## config.mk

```make
export PLATFORM = sky130hd
export DESIGN_NAME = nes_router_debounce
export DESIGN_NICKNAME = d
export VERILOG_FILES = /design/src/rtl/nes_router_debounce.sv
export SDC_FILE = /design/constraint.sdc
export NUM_CORES = 1
export LEC_CHECK = 0
export BUFFER_PORTS_ARGS = -buffer_cell sky130_fd_sc_hd__clkbuf_2
export CAP_MARGIN = 20
export CORE_MARGIN = 8
export CORE_UTILIZATION = 55
export DETAILED_ROUTE_END_ITERATION = 7
export PLACE_DENSITY = 0.84
export SLEW_MARGIN = 20
export SYNTH_ARGS = -nofsm -noshare
export SYNTH_HDL_FRONTEND = slang
export SYNTH_SLANG_ARGS = --single-unit
```

## constraint.sdc

```tcl
create_clock -name clk_i -period 16.2 [get_ports clk_i]
set_input_delay 3.24 -clock clk_i [delete_from_list [all_inputs] [get_ports clk_i]]
set_output_delay 3.24 -clock clk_i [all_outputs]
set_load 0.01 [all_outputs]
```

## src/rtl/nes_router_debounce.sv

```systemverilog
// nes_router_debounce: routes NES button codes to the selected device's code window,
// debounces each press and emits press / auto-repeat / release strobes.
module nes_router_debounce #(
    parameter int NUM_DEV       = 3,
    parameter int BTN_PER_DEV   = 4,
    parameter int CODE_W        = 5,
    parameter int STATE_W       = 4,
    parameter int BASE_ROT      = 1,
    parameter int STABLE_CYCLES = 3,
    parameter int REPEAT_EN     = 1,
    parameter int REPEAT_DELAY  = 8,
    parameter int REPEAT_PERIOD = 4
) (
    input  logic               clk_i,
    input  logic               reset_n_i,
    input  logic [CODE_W-1:0]  nes_in_i,
    input  logic [STATE_W-1:0] state_i,
    output logic [CODE_W-1:0]  nes_out_o,
    output logic               btn_valid_o,
    output logic               press_pulse_o,
    output logic               repeat_pulse_o,
    output logic               release_pulse_o
);
    localparam int IDLE_CODE = NUM_DEV * BTN_PER_DEV;
    localparam int MAX_SR    = STABLE_CYCLES > REPEAT_DELAY ? STABLE_CYCLES : REPEAT_DELAY;
    localparam int MAX_CNT   = MAX_SR > REPEAT_PERIOD ? MAX_SR : REPEAT_PERIOD;
    localparam int CW        = $clog2(MAX_CNT + 1);
    localparam logic [CODE_W-1:0] IDLE_C = CODE_W'(IDLE_CODE);

    typedef enum logic [1:0] {IDLE, QUAL, HELD} st_t;

    st_t               st_q, st_d;
    logic [CODE_W-1:0]  in_q, cand_q, cand_d, nes_out_q, nes_out_d;
    logic [STATE_W-1:0] state_q, sprev_q;
    logic [CW-1:0]      cnt_q, cnt_d, rcnt_q, rcnt_d;
    logic               valid_q, valid_d, press_q, press_d, rep_q, rep_d, rel_q, rel_d;
    logic               win, brk;

    // Codes at or above IDLE_CODE fall past every window, so they read as idle.
    function automatic logic in_win(input logic [STATE_W-1:0] s, input logic [CODE_W-1:0] c);
        int b;
        b = ((int'(s) + BASE_ROT) % NUM_DEV) * BTN_PER_DEV;
        return (int'(s) < NUM_DEV) && (int'(c) >= b) && (int'(c) < b + BTN_PER_DEV);
    endfunction

    always_comb begin
        win     = in_win(state_q, in_q);
        brk     = (state_q != sprev_q) || (in_q != cand_q) || !win;
        st_d    = st_q;
        cand_d  = cand_q;
        cnt_d   = cnt_q;
        rcnt_d  = rcnt_q;
        press_d = 1'b0;
        rep_d   = 1'b0;
        rel_d   = 1'b0;
        case (st_q)
            IDLE: if (win) begin
                cand_d = in_q;
                cnt_d  = CW'(1);
                st_d   = STABLE_CYCLES == 1 ? HELD : QUAL;
            end
            QUAL: if (brk) begin
                st_d  = IDLE;
                cnt_d = '0;
            end else begin
                cnt_d = cnt_q + 1'b1;
                st_d  = cnt_d == CW'(STABLE_CYCLES) ? HELD : QUAL;
            end
            HELD: if (brk) begin
                st_d   = IDLE;
                rel_d  = 1'b1;
                rcnt_d = '0;
            end else begin
                rep_d  = (rcnt_q == CW'(1)) && (REPEAT_EN != 0);
                rcnt_d = rcnt_q == CW'(1) ? CW'(REPEAT_PERIOD) : rcnt_q - 1'b1;
            end
            default: st_d = IDLE;
        endcase
        if (st_d == HELD && st_q != HELD) begin
            press_d = 1'b1;
            rcnt_d  = CW'(REPEAT_DELAY);
        end
        nes_out_d = st_d == HELD ? cand_d : IDLE_C;
        valid_d   = st_d == HELD;
    end

    always_ff @(posedge clk_i) begin
        if (!reset_n_i) begin
            st_q      <= IDLE;
            in_q      <= IDLE_C;
            state_q   <= '0;
            sprev_q   <= '0;
            cand_q    <= IDLE_C;
            cnt_q     <= '0;
            rcnt_q    <= '0;
            nes_out_q <= IDLE_C;
            valid_q   <= 1'b0;
            press_q   <= 1'b0;
            rep_q     <= 1'b0;
            rel_q     <= 1'b0;
        end else begin
            st_q      <= st_d;
            in_q      <= nes_in_i;
            state_q   <= state_i;
            sprev_q   <= state_q;
            cand_q    <= cand_d;
            cnt_q     <= cnt_d;
            rcnt_q    <= rcnt_d;
            nes_out_q <= nes_out_d;
            valid_q   <= valid_d;
            press_q   <= press_d;
            rep_q     <= rep_d;
            rel_q     <= rel_d;
        end
    end

    assign nes_out_o       = nes_out_q;
    assign btn_valid_o     = valid_q;
    assign press_pulse_o   = press_q;
    assign repeat_pulse_o  = rep_q;
    assign release_pulse_o = rel_q;
endmodule

```

==> out/results.tsv <==
metric	value	unit
status	complete, no violations	
synth_common_cells	37 x dfxtp_1, 23 x nor2_1, 20 x nand2_1, 19 x inv_1, 16 x ha_1	
cts_tree	done	
syn_inst	270	
endpoint_kind	flip-flop	
crit_arrival	6.05	ns
crit_chain	ha_1, a21o_2, nand2_1, nand2_1, o21ai_0, ha_1, and2b_1, o22ai_2, a21o_4, or4_4, xnor2_1, ha_1, nor2_1, a21boi_0, xnor2_1, ha_1, inv_1, ha_1, nor2b_1, o21ai_0, a32o_1, nand4_2, a211oi_1	
fin_worst_skew	0.00604	ns
syn_to_final_growth	7.75	%
synth_area	2290	µm²
critPathLaunch	state_q[0]	
ys_async_sr_fraction	0	
seqPwrFrac	0.418	
post_cts.repair.setup_buffers	0	
min_path_type	flip-flop to flip-flop	
yosysMostFrequentCell	dfxtp_1	
antenna_found_initial	0	
worst_slew_pin_slew	1.08	ns
fin_tns_setup	0	ns
io_pins	20	
p_switching	0.0000876	W
synth_flop_cell	dfxtp_1	
fillers	324	
drc	0	
synth_top_cell_area_share	0.323	
critical-path-max-stage-delay	0.53	ns
cts.reportedPaths.clkPinSlew	0.07	ns
fin_area	2470	µm²
coreArea	4000	µm²
final_max_slew_viol_count	0	
wirelength	4880	µm
cts_buffer_depth	2	
grt_pass1_wl	8400	µm
power.internal	0.000156	W
critPathTopFamily	compound AO/OA/AOI/OAI gates	
ir_drop	75.5	µV
power_frac_clock	0.248	
place_area	2390	µm²
synth_seq_cells	37	
fin_nets	312	
fin_hold_ws	0.496	ns
insertion_delay	0.29	ns
antenna_cells	0	
grt_overflow_total	0	
fmax	171	MHz
wl_per_cell	14.5	µm
synth_warnings	0	
die_h	80.6	µm
cts_root_buffer	clkbuf_8	
numCtsBuffers	5	
cts_sinks	37	
min_period	5.86	ns
rows	23	
p_comb_frac	0.335	
ys_seq_area_frac	0.323	
drt_iter0_markers	108	
total_power	0.000243	W
cp_max_fo	11	
portBuffers	19	
path_buf_inv	1	
hpwl	3650	µm
grt_setup_unrepaired	no	
vias_per_cell	5.96	
yosys.area.top_type	dfxtp_1	
place_ws	10.37	ns
cts_hold_buf	0	
finalSetupViolCount	0	
dieArea	6490	µm²
syn_avg_cell_area	8.49	µm²
timing.final.crit_share	0.362	
slew_headroom	0.274	
timing.rr.start	state_q[0]	
min_from	rcnt_q[3]	
start_util	0.573	
powerDensity	98.5	nW/µm²
hold_violations	0	
drive_gt1_frac	0.129	
htreeDepth	2	
synthDistinctLibCells	61	
cp_data_required_time	16.39	ns
detail-route-antenna-nets	0	
die_width	80.6	µm
startpoint_type	flip-flop	
p_leak	1.01	nW
drv_cap	0	
crit_type	flip-flop to flip-flop	
synth_edf_count	0	
num_vias	2004	
syn-num-nets	297	
grt_usage	0.160	
cts_resized	0	
critPathSlowestCell	or4_4	
firstDrtPassIters	4	
synthTopCellsByArea	dfxtp_1 32%, ha_1 8.7%, nor2_1 3.8%	
p_sw_frac	0.360	
grt_pass1_vias	1945	
layout_setup_ws	10.34	ns
grt_max_degree	21	
crit_top_cell	ha_1	
place_congestion	0.918	
[stage by stage]
stage / instances / util
final: 336 / 0.617
after global routing: 336 / 0.617
after CTS: 336 / 0.617
after detailed placement: 328 / 0.597
after global placement: 328 / 0.597
after floorplan: 270 / -
[power groups by stage]
stage | clock network, W | registers, W | logic [W]
global placement | 0 | 0.000103 | 0.0000790
global route | 0.0000659 | 0.000102 | 0.0000911
CTS | 0.0000625 | 0.000101 | 0.0000812
floorplan | 0 | 0.000101 | 0.0000711
finish | 0.0000602 | 0.000102 | 0.0000814
detailed placement | 0 | 0.000104 | 0.0000809
[kinds of logic (layout without fill, tap and decap cells)]
family	after synthesis	in the layout	synth area share
simple gates	106	106	0.254
fa+ha+maj	16	16	0.0873
buf+inv	30	46	0.0584
flops	37	37	0.323
xor+xnor	13	13	0.0497
mux	1	1	0.00437
compound gates	67	67	0.223
[metal layers]
metal | up-vias | wire length (µm) | track usage
met4 | 0 | 75 | 0.0836
met3 | 9 | 240 | 0.0391
met1 | 920 | 2240 | 0.193
met2 | 57 | 2330 | 0.254
met5 | - | 0 | 0
li1 | 1018 | - | -
[worst reg2reg max path: cells and delay by family (launching register included)]
family | cells | cell delay [ns]
AO/OA/AOI/OAI | 8 | 2.02
adder cells (fa/ha/maj) | 5 | 1.43
AND/OR/NAND/NOR | 7 | 1.38
flip-flops | 1 | 0.48
XOR/XNOR | 2 | 0.39
buffers and inverters | 1 | 0.05
[final cells by class]
type / instances / area, µm² / share of cell area
flip-flops and latches: 37 / 741 / 0.300
inverters: 19 / 71.3 / 0.0289
clock buffers: 6 / 72.6 / 0.0294
repair buffers: 19 / 95.1 / 0.0385
clock inverters: 2 / 10.0 / 0.00405
well taps: 50 / 62.6 / 0.0253
multi-input cells: 203 / 1420 / 0.574
[layout by cell type, fill, tap and decap left out, drive strengths merged, types with 2 or more instances in the layout]
cell	count
a211oi	5
a21o	2
a21oi	14
a22o	2
a31oi	2
and2	12
and3	3
clkbuf	25
clkinv	2
dfxtp	37
ha	16
inv	19
nand2	20
nand2b	5
nand3	7
nand4	9
nor2	23
nor2b	4
nor3	7
nor3b	3
nor4	5
o2111ai	3
o211ai	4
o21ai	10
o221ai	2
o22ai	2
o31ai	7
or3	3
or4	2
xnor2	6
xor2	7
[final timing paths]
| kind | end | slack (ns) | cells past startpoint |
|---|---|---|---|
| min reg2reg | rcnt_q[3] | 0.50 | 2 |
| min | rcnt_q[3] | 0.50 | 2 |
| max reg2reg | nes_out_o[1] | 10.34 | 23 |
| max | nes_out_o[1] | 10.34 | 23 |
[flip-flops by register name (all words and copies together), names as in the netlist]
name and cells:
sprev_q 4, st_q 2, cand_q 5, cnt_q 4
in_q 5, btn_valid_o 1, press_pulse_o 1, repeat_pulse_o 1
state_q 4, rcnt_q 4, release_pulse_o 1, nes_out_o 5
Note: power is estimated with default switching activity, not from simulation.
